## config.mk

```make
export PLATFORM = sky130hd
export DESIGN_NAME = fifo_rd_stream
export DESIGN_NICKNAME = d
export VERILOG_FILES = /design/src/rtl/fifo_rd_stream.sv
export SDC_FILE = /design/constraint.sdc
export NUM_CORES = 1
export LEC_CHECK = 0
export CAP_MARGIN = 5
export CORE_ASPECT_RATIO = 0.8
export CORE_MARGIN = 5
export CORE_UTILIZATION = 44
export CTS_CLUSTER_DIAMETER = 60
export CTS_CLUSTER_SIZE = 40
export DETAILED_ROUTE_END_ITERATION = 16
export MAX_ROUTING_LAYER = met4
export PLACE_DENSITY = 0.75
export SYNTH_ARGS = -nofsm -noshare
export SYNTH_HDL_FRONTEND = slang
export SYNTH_SLANG_ARGS = --single-unit
export TNS_END_PERCENT = 30
```

## constraint.sdc

```tcl
create_clock -name rclk -period 2.1 [get_ports rclk]
set_clock_uncertainty 0.05 [all_clocks]
set_input_delay 0.525 -clock rclk [delete_from_list [all_inputs] [get_ports rclk]]
set_output_delay 0.525 -clock rclk [all_outputs]
set_load 0.01 [all_outputs]
```

## src/rtl/fifo_rd_stream.sv

```systemverilog
// Read-side consumer of the async FIFO: turns the pop interface (rempty/rinc/rdata)
// into a valid/ready stream through a 2-entry buffer, counting delivered words.
module fifo_rd_stream #(
    parameter int dw = 8,
    parameter int cw = 16
) (
    input  logic          rclk,
    input  logic          rrst,
    input  logic          rempty,
    input  logic [dw-1:0] rdata,
    output logic          rinc,
    output logic          m_valid,
    input  logic          m_ready,
    output logic [dw-1:0] m_data,
    output logic [cw-1:0] beat_cnt
);

    logic [dw-1:0] mem [2];
    logic          head;
    logic [1:0]    occ;
    logic          inflight;

    logic          pop;
    logic [1:0]    level;
    logic          tail;

    assign m_valid = (occ != 2'd0);
    assign m_data  = mem[head];
    assign pop     = m_valid & m_ready;

    // Occupancy after this edge; occ+inflight never exceeds 2, so 2 bits suffice.
    assign level = occ + {1'b0, inflight} - {1'b0, pop};
    assign rinc  = ~rrst & ~rempty & (level < 2'd2);

    // head+occ mod 2: the captured word always lands behind the current contents.
    assign tail = head ^ occ[0];

    always_ff @(posedge rclk or posedge rrst) begin
        if (rrst) begin
            occ      <= 2'd0;
            inflight <= 1'b0;
            head     <= 1'b0;
            beat_cnt <= '0;
            mem[0]   <= '0;
            mem[1]   <= '0;
        end else begin
            inflight <= rinc;
            occ      <= level;
            if (pop) begin
                head     <= ~head;
                beat_cnt <= beat_cnt + cw'(1);
            end
            if (inflight) begin
                mem[tail] <= rdata;
            end
        end
    end

endmodule

```

==> flow_metrics.env, run 1 <==
export IMPL_status="finished, violations left"
export IMPL_violations="setup timing"
export IMPL_root_buffer="clkbuf_8"
export IMPL_min_period_ps=2540
export IMPL_hold_viol=0
export IMPL_rows=19
export IMPL_grt_pass1_vias=1171
export IMPL_grt_overflow_total=0
export IMPL_critPathMaxFanout=2
export IMPL_start_util_pct=46.3
export IMPL_drt_first_pass_iters=4
export IMPL_arrival_ps=1960
export IMPL_fmax_mhz=394
export IMPL_die_h_um=64.2
export IMPL_diodes=0
export IMPL_hold_class="register to register"
export IMPL_drt_total_wl_um=3200
export IMPL_final_setup_worst_slack_ps=-440
export IMPL_cp_data_required_time_ps=1520
export IMPL_synth_area_top_cells="dfrtp_1 56%, mux2_2 12%, xnor2_1 8.7%"
export IMPL_r2r_start="occ[1]$_DFF_PP0_"
export IMPL_setup_worst_path_class="register to output pin"
export IMPL_die_w_um=77.8
export IMPL_avgViaCountPerCell=4.97
export IMPL_nets=189
export IMPL_cts_tree="yes"
export IMPL_dp_cells=201
export IMPL_crit_path_start_kind="register"
export IMPL_dieArea_um2=5000
export IMPL_min_to="beat_cnt[15]$_DFFE_PP0P_"
export IMPL_fin_util_pct=64.4
export IMPL_slew_headroom_pct=69.9
export IMPL_grt_first_pass_wirelength_um=5400
export IMPL_clk_pin_slew_ps=70
export IMPL_dp_hpwl_um=2260
export IMPL_globalplace_congestion=0.761
export IMPL_syn_to_final_growth_pct=39.1
export IMPL_synth_area_leader_cell="dfrtp_1"
export IMPL_peakVddDrop_mv=1.10
export IMPL_cp_end_kind="output pin"
export IMPL_setup_violations=1
export IMPL_final_cell_mix="35 x dfrtp_1, 26 x clkdlybuf4s50_1, 17 x mux2_2, 14 x xnor2_1, 14 x buf_4"
export IMPL_hold_start="beat_cnt[15]$_DFFE_PP0P_"
export IMPL_drive_gt1_share_pct=32.0
export IMPL_power_leakage_nw=1.02
export IMPL_layout_worst_path_cycle_share_pct=121
export IMPL_synth_top_area_share_pct=55.7
export IMPL_min_delay_path_depth=1
export IMPL_io_pins=38
export IMPL_drc=0
export IMPL_finalPower_w=0.00325
export IMPL_drt_iter0_markers=62
export IMPL_yosysSeqAreaShare_pct=55.7
export IMPL_clk_latency_ps=280
export IMPL_ctsHoldBuffers=0
export IMPL_vias=1079
export IMPL_nFillCells=278
export IMPL_startpoint="occ[1]$_DFF_PP0_"
export IMPL_p_per_area_nw_per_um2=1440
export IMPL_drv_slew=0
export IMPL_grt_max_degree=37
export IMPL_final_cells=217
export IMPL_track_usage_pct=14.4
export IMPL_ys_seq_elements=36
export IMPL_max_cap_violations=0
export IMPL_ant_nets=0
export IMPL_yosys_warnings=0
export IMPL_cts_max_level=2
export IMPL_antenna_found_initial=0
export IMPL_cts_sinks=36
export IMPL_core_area_um2=3490
export IMPL_wl_per_cell_um=14.8
export IMPL_r2r_end="inflight$_DFF_PP0_"
export IMPL_cts_buffers=5
export IMPL_port_buffers=37
export IMPL_syn_area_um2=1620
export IMPL_clockBufferDepth=2
export IMPL_tightest_slew_ps=451
export IMPL_rsz0062_at_grt="yes"
export IMPL_synth_area_per_cell_um2=13.6
export IMPL_final_common_cell="dfrtp_1"
export IMPL_yosys_cell_types_count=21
export IMPL_r2r_cells=9
export IMPL_syn_num_nets=134
export IMPL_r2r_setup_slack_ps=220
export IMPL_synthCells=119
per-stage QoR:
stage	cell area, um^2	worst slack (ps)	hold slack [ps]	setup TNS, ps
3_5_place_dp	2060	-1050	419	-1120
3_3_place_gp	2060	-951	408	-951
5_1_grt	2250	-523	471	-523
4_1_cts	2230	-466	429	-466
2_1_floorplan	1620	-173	425	-173
6_report	2250	-440	420	-440
sequential cells by signal, indices dropped and copies added (netlist names):
signal,count
beat_cnt,16
mem,16
occ,2
head,1
inflight,1
cells in the mapped netlist (all sizes together):
library cell / instances
dfrtp: 36
xnor2: 16
buf: 4
ha: 3
mux2: 25
o21a: 1
and3: 2
nand2: 7
and4: 1
nand4: 5
or2: 1
inv: 4
nor2: 2
nand3: 5
and2: 1
nand2b: 1
xor2: 3
nor3: 2
worst max-delay path by stage:
stage,endpoint,cells after the start
final,rinc,8
after global routing,rinc,8
after CTS,rinc,8
after detailed placement,rinc,9
after global placement,rinc,9
after floorplan,rinc,8
layout make-up:
class,instances,area [um^2],area share [%]
Clock buffer,7,96.3,4.28
Clock inverter,1,30.0,1.33
Inverter,4,15.0,0.667
Multi-Input combinational cell,75,691,30.7
Sequential cell,36,902,40.1
Tap cell,42,52.6,2.33
Timing Repair Buffer,52,464,20.6
cells by family after synthesis:
group	share of synthesized area, %
buffers and inverters	3.02
AO/OA/AOI/OAI	0.464
AND/OR/NAND/NOR	8.97
multiplexers	19.3
adder cells (fa/ha/maj)	2.32
flip-flops	55.7
XOR/XNOR	10.3
layer usage:
| metal | vias to the layer above | track usage, % | routed length [um] |
|---|---|---|---|
| li1 | 515 | - | - |
| met1 | 538 | 16.9 | 1460 |
| met2 | 22 | 22.8 | 1580 |
| met3 | 4 | 4.92 | 137 |
| met4 | 0 | 5.79 | 29 |
| met5 | - | - | 0 |
power by group:
part	switching [W]	leakage [nW]	internal, W	total (W)
registers	0.000180	0.447	0.000956	0.00114
clock network	0.000232	0.0645	0.000419	0.000651
logic	0.000555	0.511	0.000904	0.00146
total	0.000967	1.02	0.00228	0.00325
worst max-delay path: stages (launching register included):
cell and delay (ps):
dfrtp_1 390, o21a_1 210, ha_1 280, inv_1 40, ha_2 170, xnor2_2 140, xnor2_2 150, nor3_2 130
buf_2 160
repair_timing:
action,4_1_cts,5_1_grt
setup endpoints to repair,10,1
cloned,0,0
gates resized for setup,19,1
buffers inserted,6,2
pin swaps,4,5
Power figures use the tool's default switching activity.
==> run 2, diff against run 1 <==
SETUP_SLACK_MARGIN = 0.15   (was not set)
==> run 2 against run 1 <==
Effect of this change: sequential share of layout area is 0.36 points higher; critical endpoint unchanged; register-to-register slack better by 100 ps; fmax is 0.58% lower; final cell count is 0.46% lower; via count is 0.74% higher; die area stayed put; global-route usage stayed put; the flow still finishes with violations (setup timing).
==> flow_metrics.env, run 2 (synthesis results as in run 1) <==
export IMPL_globalplace_congestion=0.761
export IMPL_avgViaCountPerCell=5.03
export IMPL_clockBufferDepth=2
export IMPL_grt_first_pass_wirelength_um=5410
export IMPL_cp_slowest_cell="dfrtp_1"
export IMPL_rows=19
export IMPL_final_setup_worst_slack_ps=-455
export IMPL_cp_data_required_time_ps=1520
export IMPL_max_stage_delay_ps=400
export IMPL_ctsHoldBuffers=0
export IMPL_tns_ps=-455
export IMPL_finalPower_w=0.00324
export IMPL_syn_to_final_growth_pct=37.9
export IMPL_rsz0062_at_grt="yes"
export IMPL_p_per_area_nw_per_um2=1450
export IMPL_die_h_um=64.2
export IMPL_fmax_mhz=391
export IMPL_peakVddDrop_mv=1.03
export IMPL_drv_slew=0
export IMPL_dp_cells=201
export IMPL_cts_tree="yes"
export IMPL_hold_class="register to register"
export IMPL_setup_worst_path_class="register to output pin"
export IMPL_cpMostUsedCell="xnor2_2"
export IMPL_final_cell_mix="35 x dfrtp_1, 26 x clkdlybuf4s50_1, 17 x mux2_2, 14 x xnor2_1, 13 x buf_4"
export IMPL_dp_hpwl_um=2260
export IMPL_final_common_cell="dfrtp_1"
export IMPL_min_period_ps=2550
export IMPL_path_buf_inv=2
export IMPL_power_leakage_nw=1.01
export IMPL_drt_first_pass_iters=4
export IMPL_final_cell_area_um2=2230
export IMPL_grt_max_degree=37
export IMPL_port_buffers=37
export IMPL_cts_sinks=36
export IMPL_cts_buffers=5
export IMPL_slew_headroom_pct=69.8
export IMPL_cp_end_kind="output pin"
export IMPL_place_area_um2=2060
export IMPL_io_pins=38
export IMPL_start_util_pct=46.3
export IMPL_clk_latency_ps=280
export IMPL_arrival_ps=1980
export IMPL_die_w_um=77.8
export IMPL_drt_total_wl_um=3230
export IMPL_critPathMaxFanout=2
export IMPL_dpl_worst_slack_ps=-1050
export IMPL_final_cells=216
export IMPL_drc=0
export IMPL_violations="setup timing"
export IMPL_clk_pin_slew_ps=70
export IMPL_hold_viol=0
export IMPL_grt_overflow_total=0
export IMPL_nets=188
export IMPL_crit_chain="o21a_1 -> ha_1 -> inv_1 -> ha_2 -> xnor2_2 -> xnor2_2 -> nor3_2 -> buf_2"
export IMPL_drive_gt1_share_pct=35.1
export IMPL_max_cap_violations=0
export IMPL_crit_path_start_kind="register"
export IMPL_diodes=0
export IMPL_dieArea_um2=5000
export IMPL_ant_nets=0
export IMPL_track_usage_pct=14.4
export IMPL_setup_violations=1
export IMPL_core_area_um2=3490
export IMPL_root_buffer="clkbuf_8"
export IMPL_reg_top3="beat_cnt x16, mem x16, occ x2"
export IMPL_tightest_slew_ps=452
export IMPL_cts_max_level=2
export IMPL_vias=1087
export IMPL_grt_pass1_vias=1167
export IMPL_layout_worst_path_cycle_share_pct=122
export IMPL_critical_path_top_delay_family="adder cells"
export IMPL_status="finished, violations left"
export IMPL_drt_iter0_markers=63
export IMPL_antenna_found_initial=0
export IMPL_wl_per_cell_um=14.9
run 2: cell count changes in the layout (fill, tap and decap cells not counted), sizes merged:
cell           before  now
buf                16   15
clkdlybuf4s15       1    4
dlygate4sd2         9    0
clkbuf              7   13
run 2: layer usage:
layer	track usage [%]	vias to the layer above	wire [um]
li1	-	515	-
met1	16.8	548	1450
met2	22.9	22	1620
met3	4.92	2	133
met4	5.79	0	29
met5	-	-	0
run 2: final timing paths:
kind                                                from                       end  slack (ps)  cells after the start
max in group asynchronous                           rrst          head$_DFFE_PP0P_         990                      3
worst min register to register  beat_cnt[15]$_DFFE_PP0P_  beat_cnt[15]$_DFFE_PP0P_         420                      1
min in group asynchronous                           rrst        mem[4]$_DFFE_PP0P_         660                      3
worst min-delay path            beat_cnt[15]$_DFFE_PP0P_  beat_cnt[15]$_DFFE_PP0P_         420                      1
worst max-delay path                    occ[1]$_DFF_PP0_                      rinc        -450                      8
worst max register to register          head$_DFFE_PP0P_        mem[2]$_DFFE_PP0P_         320                      7
run 2: area by class of cell:
class / count / area (um^2)
timing repair buffer: 51 / 444
multi-input combinational: 75 / 691
sequential: 36 / 902
tap: 42 / 52.6
fill: 284 / 1260
clock buffer: 7 / 96.3
clock inverter: 1 / 30.0
inverter: 4 / 15.0
run 2: what timing repair did:
item,CTS,global route
setup buffers,6,1
pin swaps,4,5
gates resized for setup,28,9
setup endpoints to repair,10,9
run 2: through the flow:
step                util (%)  hold slack (ps)
global route            63.8              471
global placement        59.1              408
finish                  63.8              421
detailed placement      59.1              419
CTS                     64.1              429
floorplan                  -              425
run 2: worst register-to-register path, stage by stage (launching register included):
cell      delay (ps)
dfrtp_2          410
buf_6            130
buf_4            130
buf_4            130
xnor2_1          170
nand2b_1         120
buf_4            200
mux2_4           320
run 2: power by group:
group / internal, W / switching (W) / total [W]
clock: 0.000419 / 0.000231 / 0.000650
combinational: 0.000892 / 0.000555 / 0.00145
sequential: 0.000956 / 0.000185 / 0.00114
total: 0.00227 / 0.000971 / 0.00324
